**config.mk**
```make
export PLATFORM = sky130hd
export DESIGN_NAME = multi_cycle_control
export DESIGN_NICKNAME = d
export VERILOG_FILES = /design/src/rtl/multi_cycle_control_pkg.sv /design/src/rtl/mc_alu_op_decode.sv /design/src/rtl/multi_cycle_control.sv
export SDC_FILE = /design/constraint.sdc
export NUM_CORES = 1
export LEC_CHECK = 0
export CAP_MARGIN = 20
export CORE_UTILIZATION = 43
export CTS_BUF_LIST = sky130_fd_sc_hd__clkbuf_4 sky130_fd_sc_hd__clkbuf_8
export DETAILED_ROUTE_END_ITERATION = 8
export PLACE_DENSITY = 0.78
export SYNTH_ARGS = -nofsm -noshare
export SYNTH_HDL_FRONTEND = slang
export SYNTH_SLANG_ARGS = --single-unit
```
**constraint.sdc**
```tcl
create_clock -name clk -period 1.7 [get_ports clk]
set_input_delay 0.17 -clock clk [delete_from_list [all_inputs] [get_ports clk]]
set_output_delay 0.17 -clock clk [all_outputs]
set_load 0.01 [all_outputs]
```
**src/rtl/multi_cycle_control_pkg.sv**
```systemverilog
// Shared opcode, ALU-op and state encodings for the
// single-cycle and multi-cycle control paths.
package multi_cycle_control_pkg;

  localparam logic [5:0] OP_RTYPE = 6'b000000;
  localparam logic [5:0] OP_J     = 6'b000010;
  localparam logic [5:0] OP_JAL   = 6'b000011;
  localparam logic [5:0] OP_BEQ   = 6'b000100;
  localparam logic [5:0] OP_BNE   = 6'b000101;
  localparam logic [5:0] OP_ADDI  = 6'b001000;
  localparam logic [5:0] OP_ADDIU = 6'b001001;
  localparam logic [5:0] OP_SLTI  = 6'b001010;
  localparam logic [5:0] OP_SLTIU = 6'b001011;
  localparam logic [5:0] OP_ANDI  = 6'b001100;
  localparam logic [5:0] OP_ORI   = 6'b001101;
  localparam logic [5:0] OP_XORI  = 6'b001110;
  localparam logic [5:0] OP_LUI   = 6'b001111;
  localparam logic [5:0] OP_LW    = 6'b100011;
  localparam logic [5:0] OP_SW    = 6'b101011;

  localparam logic [2:0] ALU_ADD   = 3'b000;
  localparam logic [2:0] ALU_SUB   = 3'b001;
  localparam logic [2:0] ALU_AND   = 3'b010;
  localparam logic [2:0] ALU_OR    = 3'b011;
  localparam logic [2:0] ALU_XOR   = 3'b100;
  localparam logic [2:0] ALU_LUI   = 3'b110;
  localparam logic [2:0] ALU_RTYPE = 3'b111;

  localparam logic [3:0] ST_FETCH    = 4'd0;
  localparam logic [3:0] ST_DECODE   = 4'd1;
  localparam logic [3:0] ST_EXEC_R   = 4'd2;
  localparam logic [3:0] ST_EXEC_I   = 4'd3;
  localparam logic [3:0] ST_MEM_ADDR = 4'd4;
  localparam logic [3:0] ST_MEM_RD   = 4'd5;
  localparam logic [3:0] ST_MEM_WB   = 4'd6;
  localparam logic [3:0] ST_MEM_WR   = 4'd7;
  localparam logic [3:0] ST_WB_R     = 4'd8;
  localparam logic [3:0] ST_WB_I     = 4'd9;
  localparam logic [3:0] ST_BRANCH   = 4'd10;
  localparam logic [3:0] ST_JUMP     = 4'd11;
  localparam logic [3:0] ST_JAL      = 4'd12;
  localparam logic [3:0] ST_TRAP     = 4'd13;

  typedef struct packed {
    logic       pc_write;
    logic       branch;
    logic       branch_ne;
    logic       ir_write;
    logic       mem_read;
    logic       mem_write;
    logic       reg_write;
    logic       ext_ctr;
    logic       alu_src_a;
    logic       illegal;
    logic [1:0] reg_dst;
    logic [1:0] wb_src;
    logic [1:0] alu_src_b;
    logic [1:0] pc_src;
    logic [2:0] alu_op;
  } ctrl_t;

  function automatic logic is_imm_op(input logic [5:0] op);
    return op == OP_ADDI || op == OP_ADDIU ||
           op == OP_ANDI || op == OP_ORI   ||
           op == OP_XORI || op == OP_LUI   ||
           op == OP_SLTI || op == OP_SLTIU;
  endfunction

endpackage

```
**src/rtl/mc_alu_op_decode.sv**
```systemverilog
// Opcode to ALU operation and immediate extension mode.
// Same mapping as the single-cycle decoder.
module mc_alu_op_decode
  import multi_cycle_control_pkg::*;
(
  input  logic [5:0] op,
  output logic [2:0] alu_op,
  output logic       ext_ctr
);

  always_comb begin
    alu_op  = ALU_ADD;
    ext_ctr = 1'b1;
    case (op)
      OP_RTYPE: alu_op = ALU_RTYPE;
      OP_ANDI: begin
        alu_op  = ALU_AND;
        ext_ctr = 1'b0;
      end
      OP_ORI: begin
        alu_op  = ALU_OR;
        ext_ctr = 1'b0;
      end
      OP_XORI: begin
        alu_op  = ALU_XOR;
        ext_ctr = 1'b0;
      end
      OP_LUI:  alu_op = ALU_LUI;
      // set-less-than compares by subtraction
      OP_SLTI: alu_op = ALU_SUB;
      OP_SLTIU: begin
        alu_op  = ALU_SUB;
        ext_ctr = 1'b0;
      end
      OP_BEQ, OP_BNE: alu_op = ALU_SUB;
      default: ;
    endcase
  end

endmodule

```
**src/rtl/multi_cycle_control.sv**
```systemverilog
// Multi-cycle MIPS-style control FSM: state register,
// next-state logic and state-decoded control outputs.
module multi_cycle_control
  import multi_cycle_control_pkg::*;
#(
  parameter int ALUOP_W       = 3,
  parameter bit MEM_HANDSHAKE = 1'b1,
  parameter bit TRAP_ILLEGAL  = 1'b1
) (
  input  logic               clk,
  input  logic               rst,
  input  logic [5:0]         op,
  input  logic               zero,
  input  logic               mem_ready,
  output logic               pc_write,
  output logic               pc_write_cond,
  output logic               branch_ne,
  output logic               ir_write,
  output logic               mem_read,
  output logic               mem_write,
  output logic               reg_write,
  output logic               ext_ctr,
  output logic               alu_src_a,
  output logic               illegal,
  output logic [1:0]         reg_dst,
  output logic [1:0]         wb_src,
  output logic [1:0]         alu_src_b,
  output logic [1:0]         pc_src,
  output logic [ALUOP_W-1:0] alu_op,
  output logic [3:0]         state
);

  logic [3:0] state_q;
  logic [3:0] state_d;
  logic [5:0] op_q;
  logic [2:0] dec_alu_op;
  logic       dec_ext;
  logic       mem_done;
  ctrl_t      c;

  assign mem_done = !MEM_HANDSHAKE || mem_ready;

  // decode works on the opcode captured in DECODE
  mc_alu_op_decode u_dec (
    .op      (op_q),
    .alu_op  (dec_alu_op),
    .ext_ctr (dec_ext)
  );

  always_ff @(posedge clk) begin
    if (rst) begin
      state_q <= ST_FETCH;
      op_q    <= '0;
    end else begin
      state_q <= state_d;
      if (state_q == ST_DECODE) op_q <= op;
    end
  end

  always_comb begin : next_state
    state_d = state_q;
    case (state_q)
      ST_FETCH: if (mem_done) state_d = ST_DECODE;
      ST_DECODE: begin
        unique case (1'b1)
          op == OP_RTYPE:
            state_d = ST_EXEC_R;
          is_imm_op(op):
            state_d = ST_EXEC_I;
          op == OP_LW || op == OP_SW:
            state_d = ST_MEM_ADDR;
          op == OP_BEQ || op == OP_BNE:
            state_d = ST_BRANCH;
          op == OP_J:
            state_d = ST_JUMP;
          op == OP_JAL:
            state_d = ST_JAL;
          default:
            state_d = TRAP_ILLEGAL ? ST_TRAP : ST_FETCH;
        endcase
      end
      ST_EXEC_R: state_d = ST_WB_R;
      ST_EXEC_I: state_d = ST_WB_I;
      ST_MEM_ADDR:
        state_d = (op_q == OP_LW) ? ST_MEM_RD : ST_MEM_WR;
      ST_MEM_RD: if (mem_done) state_d = ST_MEM_WB;
      ST_MEM_WR: if (mem_done) state_d = ST_FETCH;
      ST_TRAP:   state_d = ST_TRAP;
      default:   state_d = ST_FETCH;
    endcase
  end

  always_comb begin : out_decode
    c = '0;
    if (!rst) begin
      case (state_q)
        ST_FETCH: begin
          c.mem_read  = 1'b1;
          c.ir_write  = mem_done;
          c.pc_write  = mem_done;
          c.alu_src_b = 2'd1;
          c.alu_op    = ALU_ADD;
        end
        ST_DECODE: c.alu_src_b = 2'd3;
        ST_EXEC_R: begin
          c.alu_src_a = 1'b1;
          c.alu_op    = ALU_RTYPE;
        end
        ST_EXEC_I: begin
          c.alu_src_a = 1'b1;
          c.alu_src_b = 2'd2;
          c.alu_op    = dec_alu_op;
          c.ext_ctr   = dec_ext;
        end
        ST_MEM_ADDR: begin
          c.alu_src_a = 1'b1;
          c.alu_src_b = 2'd2;
          c.alu_op    = ALU_ADD;
          c.ext_ctr   = dec_ext;
        end
        ST_MEM_RD: c.mem_read = 1'b1;
        ST_MEM_WB: begin
          c.reg_write = 1'b1;
          c.wb_src    = 2'd1;
        end
        ST_MEM_WR: c.mem_write = 1'b1;
        ST_WB_R: begin
          c.reg_write = 1'b1;
          c.reg_dst   = 2'd1;
        end
        ST_WB_I: c.reg_write = 1'b1;
        ST_BRANCH: begin
          c.branch    = 1'b1;
          c.branch_ne = (op_q == OP_BNE);
          c.alu_src_a = 1'b1;
          c.alu_op    = ALU_SUB;
          c.pc_src    = 2'd1;
          c.ext_ctr   = dec_ext;
        end
        ST_JUMP: begin
          c.pc_write = 1'b1;
          c.pc_src   = 2'd2;
        end
        ST_JAL: begin
          c.pc_write  = 1'b1;
          c.pc_src    = 2'd2;
          c.reg_write = 1'b1;
          c.reg_dst   = 2'd2;
          c.wb_src    = 2'd2;
        end
        ST_TRAP: c.illegal = 1'b1;
        default: ;
      endcase
    end
  end

  assign pc_write      = c.pc_write;
  assign pc_write_cond = c.branch & (zero ^ c.branch_ne);
  assign branch_ne     = c.branch_ne;
  assign ir_write      = c.ir_write;
  assign mem_read      = c.mem_read;
  assign mem_write     = c.mem_write;
  assign reg_write     = c.reg_write;
  assign ext_ctr       = c.ext_ctr;
  assign alu_src_a     = c.alu_src_a;
  assign illegal       = c.illegal;
  assign reg_dst       = c.reg_dst;
  assign wb_src        = c.wb_src;
  assign alu_src_b     = c.alu_src_b;
  assign pc_src        = c.pc_src;
  assign alu_op        = ALUOP_W'(c.alu_op);
  assign state         = rst ? ST_FETCH : state_q;

endmodule

```
==> reports/metrics.csv, run 1 <==
metric;value;unit
gr ovfl total;0;
Slew Limit Fails;0;
CTS tree;yes;
Max rail drop VDD;646;µV
Startpoint Class;register;
Netlist cell types;39;
initial antenna violation count;0;
starting density of the core;47.2;%
number of cell rows;16;
cells along the critical path;buf_6 -> nor2b_1 -> o31ai_1 -> a31oi_1 -> nor3_2 -> buf_2;
Layout Nets;214;
count of final hold-check violations;0;
CORE AREA;2020;µm²
Ys Warns;0;
minimum clock period;1.68;ns
I/O Buffers;34;
first-pass GRT wire length;5310;µm
largest net degree at the start of global routing;13;
via count;1311;
Max clock buf depth;2;
most frequent cells in the layout;buf_4, nor2_1, a21oi_1;
slowest stage delay, CP;0.34;ns
r2r endpoint;op_q[5];
TritonCTS Buffers;3;
number of global-route vias before repair;1201;
DRT iter0 DRCs;62;
top_reg_cell synth;dfxtp_1;
hpwl dp;2220;µm
WP buf/inv;2;
multi-input logic area;773;µm²
worst-margin pin slew;0.395;ns
post-synthesis cell count;138;
Total GRT Usage;27.8;%
Synth Net Count;148;
register area share after synthesis;21.0;%
Setup WS post-layout;0.0248;ns
Final Cycle Share;98.5;%
hold path cells;3;
register area;215;µm²
Max FO, Critical Path;5;
delay-heaviest family, CP;flip-flops;
Min-Delay Endpoint;state_q[0];
Pwr Total;1.51;mW
setup violators final;0;
io pins;35;
antenna cell count;0;
Lkg Pwr;0.767;nW
share of layout cells above drive strength 1;36.9;%
clk root buf;clkbuf_4;
Avg Inst Size Synth;6.92;µm²
antenna viol nets, final;0;
DP Worst Slack;-0.402;ns
Post-Syn Area;955;µm²
area grow syn2layout;72.0;%
htree depth;1;
Worst-Skew Late Latency;0.27;ns
Setup CP Type;register to primary output;
Synth async-reset ratio;0;%
die area;2410;µm²
status;complete, no violations;
Final GP Congestion;0.953;
clk slew on worst S/H paths;0.07;ns
Die Width;49.1;µm
commonest non-fill, non-tap cell in the layout;buf_4;
HP Class;primary input to register;
worst-case reg-to-reg path depth;6;
critical path's slowest cell;dfxtp_2;
hold path startpoint;rst;
CP Capture Type;primary output;
register bit total from synthesis;10;
drt via density;5.70;
WL/cell;14.0;µm
Post-synth EDFFs;0;
Critical Path RT;1.53;ns
drt pass-1 iters;4;
max_cap viols;0;
crit path DAT;1.51;ns
Die Span Y;49.1;µm
Peak Freq;597;MHz
Post-Route WL;3220;µm
PD cells;921;nW/µm²
Max-slew headroom;73.6;%
R2R Setup Slk;0.10;ns
Sinks on Clock Net;10;
unrepaired setup endpoints after global routing;yes;
Worst Skew;0.00183;ns
Worst R2R Start;state_q[2];
fillers;143;
DRC viols;0;
## synth_stat cells, types with 3 or more instances
master / n / share of area (%)
clkbuf_1: 4 / 1.6
nor2b_1: 5 / 3.3
o31ai_1: 4 / 3.1
dfxtp_1: 10 / 21
nor3_1: 6 / 3.1
mux2i_1: 7 / 7.3
and3_1: 3 / 2.0
or3_1: 4 / 2.6
a21oi_1: 15 / 7.9
nand3b_1: 3 / 2.4
buf_2: 3 / 1.6
nor2_1: 19 / 7.5
nand2b_1: 7 / 4.6
inv_1: 5 / 2.0
nand2_1: 11 / 4.3
o21ai_0: 4 / 2.1
## logic make-up (layout without fill, tap and decap cells)
| group | after synthesis | in the layout | share of synthesized area [%] |
|---|---|---|---|
| mux | 7 | 7 | 7.34 |
| flops | 10 | 10 | 21.0 |
| xor+xnor | 2 | 2 | 1.84 |
| buf+inv | 14 | 79 | 6.68 |
| simple gates | 72 | 72 | 41.3 |
| compound gates | 33 | 33 | 21.9 |
## where the power goes
group	leakage, nW	internal [mW]	switching [mW]	total [mW]
logic	0.660	0.492	0.443	0.935
clock network	0.0210	0.130	0.0895	0.220
registers	0.0857	0.290	0.0676	0.358
## layout make-up
cell class | count | share of cell area [%]
multi-input cells | 114 | 47.1
well taps | 27 | 2.06
clock buffers | 4 | 2.21
repair buffers | 70 | 34.4
flip-flops and latches | 10 | 13.1
inverters | 5 | 1.14
## timing repair
item | 4_1_cts | 5_1_grt
pin swaps | 0 | 9
buffers inserted | 4 | 0
hold buffers | 0 | 0
resized for setup | 53 | 31
hold endpoints to repair | 0 | 0
endpoints found under the setup margin | 25 | 16
## registers in the layout (all words and copies together) (netlist names)
register,cells
state_q,4
op_q,6
## routing by layer
layer / part of all wire (%) / track usage, %
met4: 2.2 / 12.7
met5: 0 / 0
met2: 50 / 47.7
met3: 6.3 / 2.49
met1: 42 / 34.7
## stage by stage
step	hold WS (ns)	setup TNS, ns	cells	util (%)	cell area (µm²)
2_1_floorplan	0.317	0	138	-	955
3_3_place_gp	0.497	-3.26	222	75.4	1520
3_5_place_dp	0.511	-4.34	222	75.4	1520
4_1_cts	0.438	-0.107	230	79.3	1600
5_1_grt	0.479	-0.112	230	81.2	1640
6_report	0.459	0	230	81.2	1640
## worst max path at each step
stage,from,endpoint,cells after the start
3_3_place_gp,rst,branch_ne,5
3_5_place_dp,rst,pc_write,6
4_1_cts,op_q[0],alu_op[0],6
2_1_floorplan,state_q[3],pc_write,4
5_1_grt,op_q[0],alu_op[0],6
6_report,op_q[0],alu_op[0],6
## worst min-delay path, cell delays in order
cell           delay [ns]
dlygate4sd2_1        0.29
buf_4                0.18
a311oi_1             0.05
Power figures use the tool's default switching activity.
==> run 2: changes to the inputs <==
- CTS_CLUSTER_SIZE: not set -> 40
==> results of run 2 <==
No change in the layout: final DEF, timing and power equal those of run 1.
==> edit (flow settings as in run 1) <==
Make the reset (`rst`) asynchronous in one clocked block.
--- a/src/rtl/multi_cycle_control.sv
+++ b/src/rtl/multi_cycle_control.sv
@@ -47,7 +47,7 @@
     .ext_ctr (dec_ext)
   );
 
-  always_ff @(posedge clk) begin
+  always_ff @(posedge clk or posedge rst) begin
     if (rst) begin
       state_q <= ST_FETCH;
       op_q    <= '0;
Check against the original RTL: no difference found for any inputs over 10 cycles, from zero or initial values and one cycle with rst high; that may be too few to reach the edited logic, so the function may still have changed.
==> edit against run 1 <==
- the run now ends with negative setup slack left
- critical path type unchanged
- worst setup slack got worse by 0.20 ns
- via count rose by 16%
- synthesized area rose by 3.1%
- cell area rose by 20%
- largest cell class unchanged
- sequential cell count did not move
- routed wire length rose by 63%
Power is not compared: it rests on default switching activity, and its combinational part moved more than twofold at a synthesized area within 25%.
==> edit: results (changes against run 1) <==
status -> finished with violations (was finished clean)
violated checks -> negative setup slack
met3 usage -> 2.47% (was 2.49%)
all-layer global routing usage -> 31.1% (was 27.8%)
met1 Use GR -> 32.6% (was 34.7%)
synthesized cell area -> 985 sq um (was 955 sq um)
post-synthesis sequential area ratio -> 25.4% (was 21.0%)
CP Max Fanout -> 6 (was 5)
routed length per instance -> 21.9 um (was 14.0 um)
top post-synthesis cells by area -> dfrtp_1 25%, mux2_2 8.0%, nor2b_1 5.7%, nor3_1 5.1%, nand2_1 4.2% (was dfxtp_1 21%, a21oi_1 7.9%, nor2_1 7.5%, mux2i_1 7.3%, nand2b_1 4.6%)
number of global-route vias before repair -> 1,308 (was 1,201)
dominant synthesized flop cell -> dfrtp_1 (was dfxtp_1)
Final Wtd Congestion -> 0.856 (was 0.953)
Placement Cell Area -> 1520 sq um (about the same)
Setup Slack @ Placement -> -0.247 ns (was -0.402 ns)
Worst Hold Class -> in -> async (was in -> reg)
Syn Area/Cell -> 7.69 sq um (was 6.92 sq um)
hpwl dp -> 2220 um (about the same)
Synth Net Count -> 138 (was 148)
Final Skew -> 0.0110 ns (was 0.00183 ns)
Synth top cells by count -> 11 x nand2_1, 10 x dfrtp_1, 10 x nor2_1, 10 x nor3_1, 9 x nor2b_1 (was 19 x nor2_1, 15 x a21oi_1, 11 x nand2_1)
setup ws final -> -0.178 ns (was 0.0248 ns)
GR Layer Usage met2 -> 60.1% (was 47.7%)
WP data arrival -> 1.71 ns (was 1.51 ns)
setup TNS -> -1.25 ns (was 0 ns)
# fillers -> 55 (was 143)
1st-pass router iterations -> 5 (was 4)
mux cell area share after synthesis -> 8.01% (was 7.34%)
Post-Synth XOR/XNOR Area -> 2.67% (was 1.83%)
# setup viols final -> 13 (was 0)
share of cells above drive strength 1 -> 54.2% (was 36.9%)
largest net degree at the start of global routing -> 15 (was 13)
vias per cell -> 6.34 (was 5.70)
placed cells -> 206 (was 222)
Starting DRT DRC Count -> 78 (was 62)
Final nets -> 224 (was 214)
Post-synth ARST share -> 100% (was 0%)
-- edit: power by group through the flow --
stage | Combinational [uW] | Clock, uW | Sequential (uW)
global route | 3150 | 173 | 567
floorplan | 1060 | 0 | 432
detailed placement | 1810 | 0 | 480
finish | 3050 | 168 | 559
global placement | 1760 | 0 | 466
CTS | 2150 | 168 | 492
-- edit: cell families after synthesis --
kind of cell    after synthesis
compound gates               28
mux                           7
simple gates                 64
flops                        10
buf+inv                      16
xor+xnor                      3
-- edit: critical path, cell delays in order, from the launching register on --
cell	delay, ns
dfrtp_2	0.46
buf_6	0.16
buf_4	0.14
nor4_1	0.36
dlygate4sd1_1	0.34
-- edit: area by class of cell --
class / count / area [sq um] / area share [%]
Clock buffer: 3 / 22.5 / 1.14
Tap cell: 27 / 33.8 / 1.72
Timing Repair Buffer: 93 / 796 / 40.4
Sequential cell: 10 / 255 / 13.0
Inverter: 4 / 15.0 / 0.763
Multi-Input combinational cell: 102 / 846 / 43.0
-- edit: final timing paths --
path	from	end	slack (ns)	depth (start not counted)
min in group clk	op[3]	op_q[3]$_DFFE_PP0P_	0.63	2
setup / recovery	state_q[0]$_DFFE_PP0P_	reg_dst[0]	-0.18	4
setup reg to reg	state_q[2]$_DFFE_PP0P_	op_q[1]$_DFFE_PP0P_	-0.03	6
hold / removal	rst	op_q[0]$_DFFE_PP0P_	0.44	4
hold reg to reg	op_q[0]$_DFFE_PP0P_	op_q[0]$_DFFE_PP0P_	0.67	2
max in group asynchronous	rst	state_q[1]$_DFFE_PP0P_	1.09	4
-- edit: layer usage --
layer / part of all wire, % / routed length [um]
met5: 0 / 0
met2: 49 / 2570
met4: 7.6 / 397
met3: 8.4 / 438
met1: 35 / 1830
-- edit: metrics by stage --
stage          utilization [%]  power (uW)  hold WS, ns
2_1_floorplan                -        1490        0.259
3_3_place_gp              73.7        2230        0.569
3_5_place_dp              73.7        2290        0.578
4_1_cts                   81.4        2810        0.411
5_1_grt                   95.4        3890        0.438
6_report                  95.4        3780        0.436
-- edit: repair_timing --
action	in CTS	in global routing
resized for setup	88	41
gates cloned	0	1
pin swaps	6	13
setup endpoints to repair	31	23
setup buffers	12	18
